===== config.mk =====
export PLATFORM = sky130hd
export DESIGN_NAME = packet_dispatcher_flat
export DESIGN_NICKNAME = d
export VERILOG_FILES = /design/src/rtl/packet_dispatcher_if.sv /design/src/rtl/packet_dispatcher.sv /design/src/flat_wrapper.sv
export SDC_FILE = /design/constraint.sdc
export NUM_CORES = 1
export LEC_CHECK = 0
export BUFFER_PORTS_ARGS = -buffer_cell sky130_fd_sc_hd__buf_4
export CORE_MARGIN = 2
export CORE_UTILIZATION = 54
export DETAILED_ROUTE_END_ITERATION = 12
export GPL_ROUTABILITY_DRIVEN = 0
export PLACE_DENSITY = 0.87
export SYNTH_ARGS = -nofsm -noshare
export SYNTH_HDL_FRONTEND = slang
export SYNTH_SLANG_ARGS = --single-unit

===== constraint.sdc =====
create_clock -name clk -period 2.75 [get_ports clk]
set_input_delay 0.275 -clock clk [delete_from_list [all_inputs] [get_ports clk]]
set_output_delay 0.275 -clock clk [all_outputs]
set_load 0.01 [all_outputs]

===== src/rtl/packet_dispatcher_if.sv =====
// Bus bundle for packet_dispatcher: config handshake, input byte stream,
// routing-table side and 4-port output. STRAY_CNT_EN adds stray_cnt.
interface packet_dispatcher_if #(
  parameter int DATA_W = 8
);
  logic              cfg_valid;
  logic [DATA_W-1:0] cfg_addr;
  logic [1:0]        cfg_port;
  logic              cfg_ready;
  logic              in_valid;
  logic [DATA_W-1:0] in_data;
  logic              in_sop;
  logic              in_eop;
  logic              in_ready;
  logic [DATA_W-1:0] rt_address;
  logic [1:0]        rt_p;
  logic              rt_setup;
  logic [1:0]        rt_port;
  logic [3:0]        out_valid;
  logic [DATA_W-1:0] out_data;
  logic              out_eop;
  logic [3:0]        out_ready;
`ifdef STRAY_CNT_EN
  logic [7:0]        stray_cnt;
`endif

  // dispatcher side
  modport slave (
    input  cfg_valid, cfg_addr, cfg_port, in_valid, in_data, in_sop, in_eop,
    input  rt_port, out_ready,
    output cfg_ready, in_ready, rt_address, rt_p, rt_setup,
    output out_valid, out_data, out_eop
`ifdef STRAY_CNT_EN
    , output stray_cnt
`endif
  );

  // environment side (source, routing table, sinks)
  modport master (
    output cfg_valid, cfg_addr, cfg_port, in_valid, in_data, in_sop, in_eop,
    output rt_port, out_ready,
    input  cfg_ready, in_ready, rt_address, rt_p, rt_setup,
    input  out_valid, out_data, out_eop
`ifdef STRAY_CNT_EN
    , input stray_cnt
`endif
  );
endinterface


===== src/rtl/packet_dispatcher.sv =====
// packet_dispatcher: drives the routing table setup from the config
// handshake, looks up the first byte of each packet in the table, buffers the
// packet in a FWFT FIFO and forwards it to the port the table returned.
// Optional macro STRAY_CNT_EN adds a saturating count of discarded stray bytes.
module packet_dispatcher #(
  parameter int DATA_W     = 8,
  parameter int DEPTH      = 16,
  parameter int LOOKUP_LAT = 2
) (
  input logic             clk,
  input logic             reset,
  packet_dispatcher_if.slave bus
);
  localparam int AW = $clog2(DEPTH);
  localparam int CW = $clog2(LOOKUP_LAT + 2);

  typedef enum logic [1:0] {IDLE, CFG, LOOKUP, FORWARD} state_t;

  state_t            state;
  logic [DATA_W-1:0] rt_address;
  logic [1:0]        rt_p;
  logic              rt_setup;
  logic [1:0]        sel;
  logic [CW-1:0]     wait_cnt;
  logic              eop_seen;

  logic [DATA_W:0]   mem [DEPTH];
  logic [AW-1:0]     wr_ptr, rd_ptr;
  logic [AW:0]       count;
  logic              full, empty;
  logic [DATA_W:0]   head;

  logic              cfg_ready, in_ready, in_fire, push, pop, fwd_vld;
  logic [3:0]        out_valid;

  assign full  = (count == (AW+1)'(DEPTH));
  assign empty = (count == '0);
  assign head  = mem[rd_ptr];

  // Handshake readies: config wins in IDLE; once the packet's eop is in,
  // nothing more is taken until the dispatcher is back in IDLE.
  always_comb begin
    cfg_ready = 1'b0;
    in_ready  = 1'b0;
    if (!reset) begin
      case (state)
        IDLE:            begin cfg_ready = bus.cfg_valid; in_ready = ~bus.cfg_valid; end
        LOOKUP, FORWARD: in_ready = ~full & ~eop_seen;
        default:         ;
      endcase
    end
  end

  assign in_fire   = bus.in_valid & in_ready;
  // in IDLE only a start-of-packet byte enters the FIFO; anything else is stray
  assign push      = in_fire & ((state != IDLE) | bus.in_sop);
  assign fwd_vld   = ~reset & (state == FORWARD) & ~empty;
  assign out_valid = fwd_vld ? (4'b0001 << sel) : 4'b0000;
  assign pop       = fwd_vld & bus.out_ready[sel];

  // Control FSM with registered table-side outputs
  always_ff @(posedge clk) begin
    if (reset) begin
      state      <= IDLE;
      rt_address <= '0;
      rt_p       <= '0;
      rt_setup   <= 1'b0;
      sel        <= '0;
      wait_cnt   <= '0;
      eop_seen   <= 1'b0;
    end else begin
      case (state)
        IDLE: begin
          eop_seen <= 1'b0;
          if (bus.cfg_valid) begin
            rt_address <= bus.cfg_addr;
            rt_p       <= bus.cfg_port;
            rt_setup   <= 1'b1;
            state      <= CFG;
          end else if (in_fire && bus.in_sop) begin
            rt_address <= bus.in_data;
            rt_setup   <= 1'b0;
            wait_cnt   <= '0;
            eop_seen   <= bus.in_eop;
            state      <= LOOKUP;
          end
        end
        CFG: begin
          rt_setup <= 1'b0;
          state    <= IDLE;
        end
        LOOKUP: begin
          if (in_fire && bus.in_eop) eop_seen <= 1'b1;
          // table output is valid once LOOKUP_LAT stages have seen rt_address
          if (wait_cnt == CW'(LOOKUP_LAT)) begin
            sel   <= bus.rt_port;
            state <= FORWARD;
          end else begin
            wait_cnt <= wait_cnt + CW'(1);
          end
        end
        FORWARD: begin
          if (in_fire && bus.in_eop) eop_seen <= 1'b1;
          if (pop && head[DATA_W]) state <= IDLE;
        end
        default: state <= IDLE;
      endcase
    end
  end

  // FIFO pointers and occupancy; pointers wrap naturally at DEPTH
  always_ff @(posedge clk) begin
    if (reset) begin
      wr_ptr <= '0;
      rd_ptr <= '0;
      count  <= '0;
    end else begin
      if (push) wr_ptr <= wr_ptr + AW'(1);
      if (pop)  rd_ptr <= rd_ptr + AW'(1);
      case ({push, pop})
        2'b10:   count <= count + (AW+1)'(1);
        2'b01:   count <= count - (AW+1)'(1);
        default: count <= count;
      endcase
    end
  end

  // FIFO storage: {eop, data}
  always_ff @(posedge clk) begin
    if (push) mem[wr_ptr] <= {bus.in_eop, bus.in_data};
  end

`ifdef STRAY_CNT_EN
  logic [7:0] stray_cnt;

  // Saturating count of non-sop bytes dropped while idle
  always_ff @(posedge clk) begin
    if (reset)
      stray_cnt <= '0;
    else if (state == IDLE && in_fire && !bus.in_sop && stray_cnt != 8'hFF)
      stray_cnt <= stray_cnt + 8'd1;
  end

  assign bus.stray_cnt = stray_cnt;
`endif

  assign bus.cfg_ready  = cfg_ready;
  assign bus.in_ready   = in_ready;
  assign bus.rt_address = rt_address;
  assign bus.rt_p       = rt_p;
  assign bus.rt_setup   = rt_setup;
  assign bus.out_valid  = out_valid;
  assign bus.out_data   = head[DATA_W-1:0];
  assign bus.out_eop    = head[DATA_W];
endmodule


===== src/flat_wrapper.sv =====
// flat-port wrapper written by rule: the top's interface ports become plain ports
module packet_dispatcher_flat 
#(
  parameter int DATA_W     = 8,
  parameter int DEPTH      = 16,
  parameter int LOOKUP_LAT = 2
)
  (clk, reset, bus_cfg_valid, bus_cfg_addr, bus_cfg_port, bus_in_valid, bus_in_data, bus_in_sop, bus_in_eop, bus_rt_port, bus_out_ready, bus_cfg_ready, bus_in_ready, bus_rt_address, bus_rt_p, bus_rt_setup, bus_out_valid, bus_out_data, bus_out_eop);
  packet_dispatcher_if #(.DATA_W(DATA_W)) bus_i ();
  input logic clk;
  input logic reset;
  input wire logic [$bits(bus_i.cfg_valid)-1:0] bus_cfg_valid;
  input wire logic [$bits(bus_i.cfg_addr)-1:0] bus_cfg_addr;
  input wire logic [$bits(bus_i.cfg_port)-1:0] bus_cfg_port;
  input wire logic [$bits(bus_i.in_valid)-1:0] bus_in_valid;
  input wire logic [$bits(bus_i.in_data)-1:0] bus_in_data;
  input wire logic [$bits(bus_i.in_sop)-1:0] bus_in_sop;
  input wire logic [$bits(bus_i.in_eop)-1:0] bus_in_eop;
  input wire logic [$bits(bus_i.rt_port)-1:0] bus_rt_port;
  input wire logic [$bits(bus_i.out_ready)-1:0] bus_out_ready;
  output wire logic [$bits(bus_i.cfg_ready)-1:0] bus_cfg_ready;
  output wire logic [$bits(bus_i.in_ready)-1:0] bus_in_ready;
  output wire logic [$bits(bus_i.rt_address)-1:0] bus_rt_address;
  output wire logic [$bits(bus_i.rt_p)-1:0] bus_rt_p;
  output wire logic [$bits(bus_i.rt_setup)-1:0] bus_rt_setup;
  output wire logic [$bits(bus_i.out_valid)-1:0] bus_out_valid;
  output wire logic [$bits(bus_i.out_data)-1:0] bus_out_data;
  output wire logic [$bits(bus_i.out_eop)-1:0] bus_out_eop;
  assign bus_i.cfg_valid = bus_cfg_valid;
  assign bus_i.cfg_addr = bus_cfg_addr;
  assign bus_i.cfg_port = bus_cfg_port;
  assign bus_i.in_valid = bus_in_valid;
  assign bus_i.in_data = bus_in_data;
  assign bus_i.in_sop = bus_in_sop;
  assign bus_i.in_eop = bus_in_eop;
  assign bus_i.rt_port = bus_rt_port;
  assign bus_i.out_ready = bus_out_ready;
  assign bus_cfg_ready = bus_i.cfg_ready;
  assign bus_in_ready = bus_i.in_ready;
  assign bus_rt_address = bus_i.rt_address;
  assign bus_rt_p = bus_i.rt_p;
  assign bus_rt_setup = bus_i.rt_setup;
  assign bus_out_valid = bus_i.out_valid;
  assign bus_out_data = bus_i.out_data;
  assign bus_out_eop = bus_i.out_eop;
  packet_dispatcher #(.DATA_W(DATA_W), .DEPTH(DEPTH), .LOOKUP_LAT(LOOKUP_LAT)) u_core (.clk(clk), .reset(reset), .bus(bus_i));
endmodule

# Yosys cells after proc, flatten, opt, wreduce, memory -nomap -nowiden
# Memory sizes are Yosys's and may differ from the RTL's. A register that Yosys moved wholly into a read port is not among the register bits.
# Index checks and enable logic that the tools add are counted.
# word_totals
memories,1
word_cells,93
ramBits,144
in_bits,30
regBits,31
output_inout_bits,26
# op_classes
n_reduce_logical,19
magnitude_cmp,1
mux,30
add_sub_neg,5
bitwise_logic,12
eq_ne,14
n_shift,1
# memory_table
name,words,width,read_ports,rd_ports_with_merged_regs,wr,line,text
u_core.mem,16,9,1,1,1,packet_dispatcher.sv:27,logic [DATA_W:0] mem [DEPTH];
# op_table
op,count
$mux W8,2
$mux W2,7
$mux W4,3
$reduce_bool A2 Y1,6
$mux W1,11
$pmux W5 S2,1
$reduce_and A2 Y1,5
$add A4 B1 Y4 const B,2
$eq A2 B2 Y1 const B,4
$pmux W2 S4,1
$and A1 B1 Y1,6
$ne A2 B1 Y1 const B,3
$ne A2 B2 Y1 const B,3
$pmux W1 S2,3
$add A5 B1 Y5 const B,1
$eq A5 B5 Y1 const B,1
$logic_not A5 Y1,1
$not A1 Y1,5
$sub A5 B1 Y5 const B,1
$eq A2 B1 Y1 const B,2
$pmux W2 S2,1
$reduce_and A4 Y1,1
$shl A1 B2 Y4 const A,1
$logic_and A1 B1 Y1,3
8 further kinds,8

# Logic depth before layout (Yosys ltp)
# logic_depth
ltp_word,10
depth_mapped,15
ltp_nobuf,12

# Least setup slack after synthesis
# No wires, ideal clock.
# synth_path
path_type,flip-flop to flip-flop
start,register u_core.count[2]
end,register u_core.count[4]
path_slack_ns,-0.245
path_buffers,3
arrival_time_ns,2.875
stages_incl_launch_ff,16
setup_time_ns,0.120
period_less_slack_ns,2.995
required_time_ns,2.630
path_cell_list,dfxtp_1 buf_2 nor4_1 a211oi_1 o21a_2 clkbuf_2 inv_1 ha_1 clkbuf_1 xor2_1 ha_1 a21oi_1 o22ai_1 a222oi_1 or4_1 nand2_1
# synth_via
elab_chain_cells,9
word_cells_on_any_way,17
cone_classes,2 x add/sub; 3 x eq/ne; 3 x mux; 7 x bitwise; 2 x reduce/logical
# synth_rtl
item,line,text
start: declaration,packet_dispatcher.sv:29,logic [AW:0] count;
start signal: assignment,packet_dispatcher.sv:121,2'b10: count <= count + (AW+1)'(1);
start signal: assignment,packet_dispatcher.sv:122,2'b01: count <= count - (AW+1)'(1);
start signal: assignment,packet_dispatcher.sv:123,default: count <= count;
$eq A5 B5 Y1,packet_dispatcher.sv:36,assign full = (count == (AW+1)'(DEPTH));
$not A1 Y1,packet_dispatcher.sv:48,"LOOKUP, FORWARD: in_ready = ~full & ~eop_seen;"
$and A1 B1 Y1,packet_dispatcher.sv:48,
$pmux W1 S2,packet_dispatcher.sv:46,case (state)
$mux W1,packet_dispatcher.sv:45,if (!reset) begin
$and A1 B1 Y1,packet_dispatcher.sv:54,assign in_fire = bus.in_valid & in_ready;
$and A1 B1 Y1,packet_dispatcher.sv:56,assign push = in_fire & ((state != IDLE) | bus.in_sop);
$eq A2 B1 Y1 or $eq A2 B2 Y1 (tied branches),packet_dispatcher.sv:120,"case ({push, pop})"
$pmux W5 S2 or $reduce_bool A2 Y1 (tied branches),n/a,
# Several ways; a longest one is shown, not always the timed one.
# A chain may end at the register's enable or synchronous reset.

# Final worst setup path
# layout_path
start,register u_core.count[2]
end,register u_core.count[4]
# layout_via
word_cells_on_any_way,17
cone_classes,2 x add/sub; 3 x eq/ne; 3 x mux; 7 x bitwise; 2 x reduce/logical
# layout_lines
item,line,text
$logic_not A5 Y1 (*),packet_dispatcher.sv:37,assign empty = (count == '0);
$not A1 Y1 (*),packet_dispatcher.sv:57,assign fwd_vld = ~reset & (state == FORWARD) & ~empty;
$and A1 B1 Y1 (*),packet_dispatcher.sv:57,
$and A1 B1 Y1 (*),packet_dispatcher.sv:59,assign pop = fwd_vld & bus.out_ready[sel];
named net u_core.pop,packet_dispatcher.sv:33,"logic cfg_ready, in_ready, in_fire, push, pop, fwd_vld;"
$eq A2 B1 Y1 or $eq A2 B2 Y1 (tied branches),packet_dispatcher.sv:120,
$pmux W5 S2 or $reduce_bool A2 Y1 (tied branches),n/a,
# The timed path passes the listed nets; every way through them passes the cells marked *.

==> results.cfg <==
[outcome]
status = finished, final reports clean

[logic_synthesis]
synth.area.top_cells = edfxtp_1, mux4_2, dfxtp_1, mux2i_1, mux4_1
synth_edf_count = 144
ys_types = 49
synth_common_cells = edfxtp_1, mux4_2, dfxtp_1
synth_area_um2 = 7336
synthesis.instances = 420
syn_avg_cell_area_um2 = 17.47
yosysTopAreaCell = edfxtp_1
yosysMostFrequentCell = edfxtp_1
synthFlopType = edfxtp_1
yosysSeqAreaShare = 0.6850
ys_ff_latch = 179
synthArstFlopShare = 0
yosysWarnings = 0
syn_nets = 459
yosysTopAreaCellShare = 0.5895

[drt]
num_vias = 4175
vias_per_cell = 6.131
drt-wirelength-per-cell_um = 22.84
firstDrtPassIters = 5
routed_wl_mm = 15.55
detail_route.iter0.violations = 364
drcViolationCount = 0
postRouteAntennaNets = 0

[power_and_ir_drop]
vdd_drop_max_mv = 0.4009
p_leak_nw = 3.016
powerDensity_nw_per_um2 = 626.2

[global_route]
overflow = 0
grtUsageTotal = 0.2287
grt_pass1_vias = 4240
grt_max_degree = 37
antenna_found_initial = 0
grt_pass1_wl_mm = 24.09

[layout]
drive_gt1_frac = 0.3267
antenna_cells = 0
nNetsFinal = 531
layout.cells.non_filler = 681
fillCellCount = 873
area_growth_pct = 17.72

[timing]
max_freq_mhz = 373.9
period_needed_ns = 2.674
setup_viol = 0
tns_ns = 0
slew_violations = 0
max_slew_margin = 0.2697
timing.final.crit_share = 0.9725
rsz0062_at_grt = true
tightest_slew_ns = 1.093
hold_viol_final = 0
fin_skew_ns = 0.01067

[clock_network]
cts_tree = done
clk_path_buf_depth = 2
cts_hold_buf = 0
insertion_delay_ns = 0.43
cts_buffers = 17
h-tree-depth = 4
cts.clk_slew.worst_paths_ns = 0.07
clock_sinks = 179
cts_root_buf = clkbuf_16

[worst_setup_path]
startpoint = u_core.count[2]$_SDFFE_PP0P_
regToRegEndpoint = u_core.count[4]$_SDFFE_PP0P_
reg2reg_depth = 10
cp_data_required_time_ns = 3.12
start_kind = register
r2r-start = u_core.count[2]$_SDFFE_PP0P_
cp.arrival_ns = 3.05
crit_fanout = 6
r2r_slack_ns = 0.08
crit_type = reg2reg
end_kind = register

[die]
chipWidth_um = 120.6
start_util = 0.5539
dieArea_um2 = 14530
die_y_um = 120.6
rows = 42
core-area_um2 = 13240
io-pin-count = 56

[worst_hold_path]
hold-path-endpoint = u_core.sel[1]$_SDFFE_PP0P_
hold_class = in2reg
holdPathStages = 3
min_from = bus_rt_port[1]

[placed_design]
dp.cells = 641
port_buffers = 55
dp_hpwl_mm = 9.540

[job]
maxCapViolCount = 0
==> state kept, by name, summed over array words and instances, names as in the netlist, named ones only <==
signal / count
u_core.state: 2
u_core.count: 5
u_core.bus.rt_setup: 1
u_core.wr_ptr: 4
u_core.wait_cnt: 2
u_core.rd_ptr: 4
u_core.bus.rt_address: 8
u_core.eop_seen: 1
u_core.bus.rt_p: 2
u_core.mem: 144
u_core.sel: 2
==> critical path: stages (launching register included) <==
cell,delay (ns)
dfxtp_4,0.37
or4_4,0.54
o211a_4,0.26
ha_4,0.16
xor2_2,0.14
ha_2,0.19
a21oi_4,0.15
buf_4,0.13
a222oi_1,0.10
or4_1,0.52
nand2_1,0.07
==> per-layer routing <==
| layer | wire length, µm | vias up | GRT usage |
|---|---|---|---|
| met1 | 6152 | 2114 | 0.2964 |
| met4 | 277 | 0 | 0.08358 |
| met3 | 1137 | 24 | 0.05142 |
| met2 | 7985 | 213 | 0.3821 |
| met5 | 0 | - | 0 |
| li1 | - | 1824 | - |
==> cells in the final DEF (no fill, tap or decap), drive strengths merged, types with 3 or more instances in the layout <==
| cell type | Yosys | routed |
|---|---|---|
| clkinvlp | 0 | 3 |
| o21a | 4 | 4 |
| mux4 | 45 | 45 |
| inv | 7 | 13 |
| and3 | 15 | 15 |
| ha | 9 | 9 |
| xnor2 | 3 | 3 |
| a21oi | 12 | 12 |
| nor3 | 12 | 12 |
| mux2i | 16 | 16 |
| xor2 | 6 | 6 |
| nor2 | 28 | 28 |
| nand2 | 9 | 9 |
| edfxtp | 144 | 144 |
| nand2b | 3 | 3 |
| dfxtp | 35 | 35 |
| buf | 9 | 77 |
| nor2b | 4 | 4 |
| o21ai | 6 | 6 |
| clkbuf | 15 | 17 |
| clkinv | 0 | 6 |
| a211oi | 9 | 9 |
==> report_power, final <==
part	internal, mW	leakage [nW]	total (mW)	switching [mW]
Combinational	0.0942	1.17	0.213	0.119
Sequential	2.94	1.58	2.95	0.0147
Clock	1.18	0.261	2.24	1.06
Total	4.21	3.02	5.41	1.19
==> what timing repair did <==
action	CTS	global route
pin swaps	1	10
setup endpoints to repair	1	1
setup buffers	2	6
hold endpoints to repair	0	0
resized for setup	1	12
==> stage by stage <==
| step | hold WS [ns] | setup slack (ns) | total power [mW] | utilization | instance area, µm² |
|---|---|---|---|---|---|
| final | 0.08219 | 0.07552 | 5.408 | 0.6521 | 8636 |
| after global routing | 0.09009 | -0.06178 | 5.571 | 0.6521 | 8636 |
| after CTS | 0.07252 | 0.01625 | 5.418 | 0.6453 | 8546 |
| after detailed placement | 0.4583 | -0.02635 | 3.222 | 0.6025 | 7979 |
| after global placement | 0.4452 | 0.1445 | 3.209 | 0.6025 | 7979 |
| after floorplan | 0.3739 | 0.005425 | 3.108 | - | 7386 |
==> cells by family after synthesis <==
| logic type | Yosys count | synth area share |
|---|---|---|
| adders and majority gates | 9 | 0.01535 |
| muxes | 61 | 0.1631 |
| xor gates and xnor gates | 9 | 0.01075 |
| and+or+nand+nor | 87 | 0.06191 |
| AOI/OAI and AO/OA | 44 | 0.04128 |
| buffers and inverters | 31 | 0.02268 |
| DFF | 179 | 0.6850 |
==> area by class of cell <==
cell class	count	area, µm²	share of cell area
Tap cell	176	220.2	0.02550
Inverter	7	26.28	0.003043
Clock buffer	17	425.4	0.04926
Sequential cell	179	5036	0.5832
Timing Repair Buffer	77	590.6	0.06839
Multi-Input combinational cell	210	2212	0.2562
Clock inverter	15	125.1	0.01449
==> worst max-delay path by stage <==
stage / end / slack [ns] / cells after the start
2_1_floorplan: u_core.count[4]$_SDFFE_PP0P_ / 0.005 / 12
3_3_place_gp: u_core.count[4]$_SDFFE_PP0P_ / 0.14 / 10
3_5_place_dp: u_core.count[4]$_SDFFE_PP0P_ / -0.03 / 10
4_1_cts: u_core.count[4]$_SDFFE_PP0P_ / 0.02 / 10
5_1_grt: u_core.count[4]$_SDFFE_PP0P_ / -0.06 / 10
6_report: u_core.count[4]$_SDFFE_PP0P_ / 0.08 / 10
Note: power is estimated with default switching activity, not from simulation.
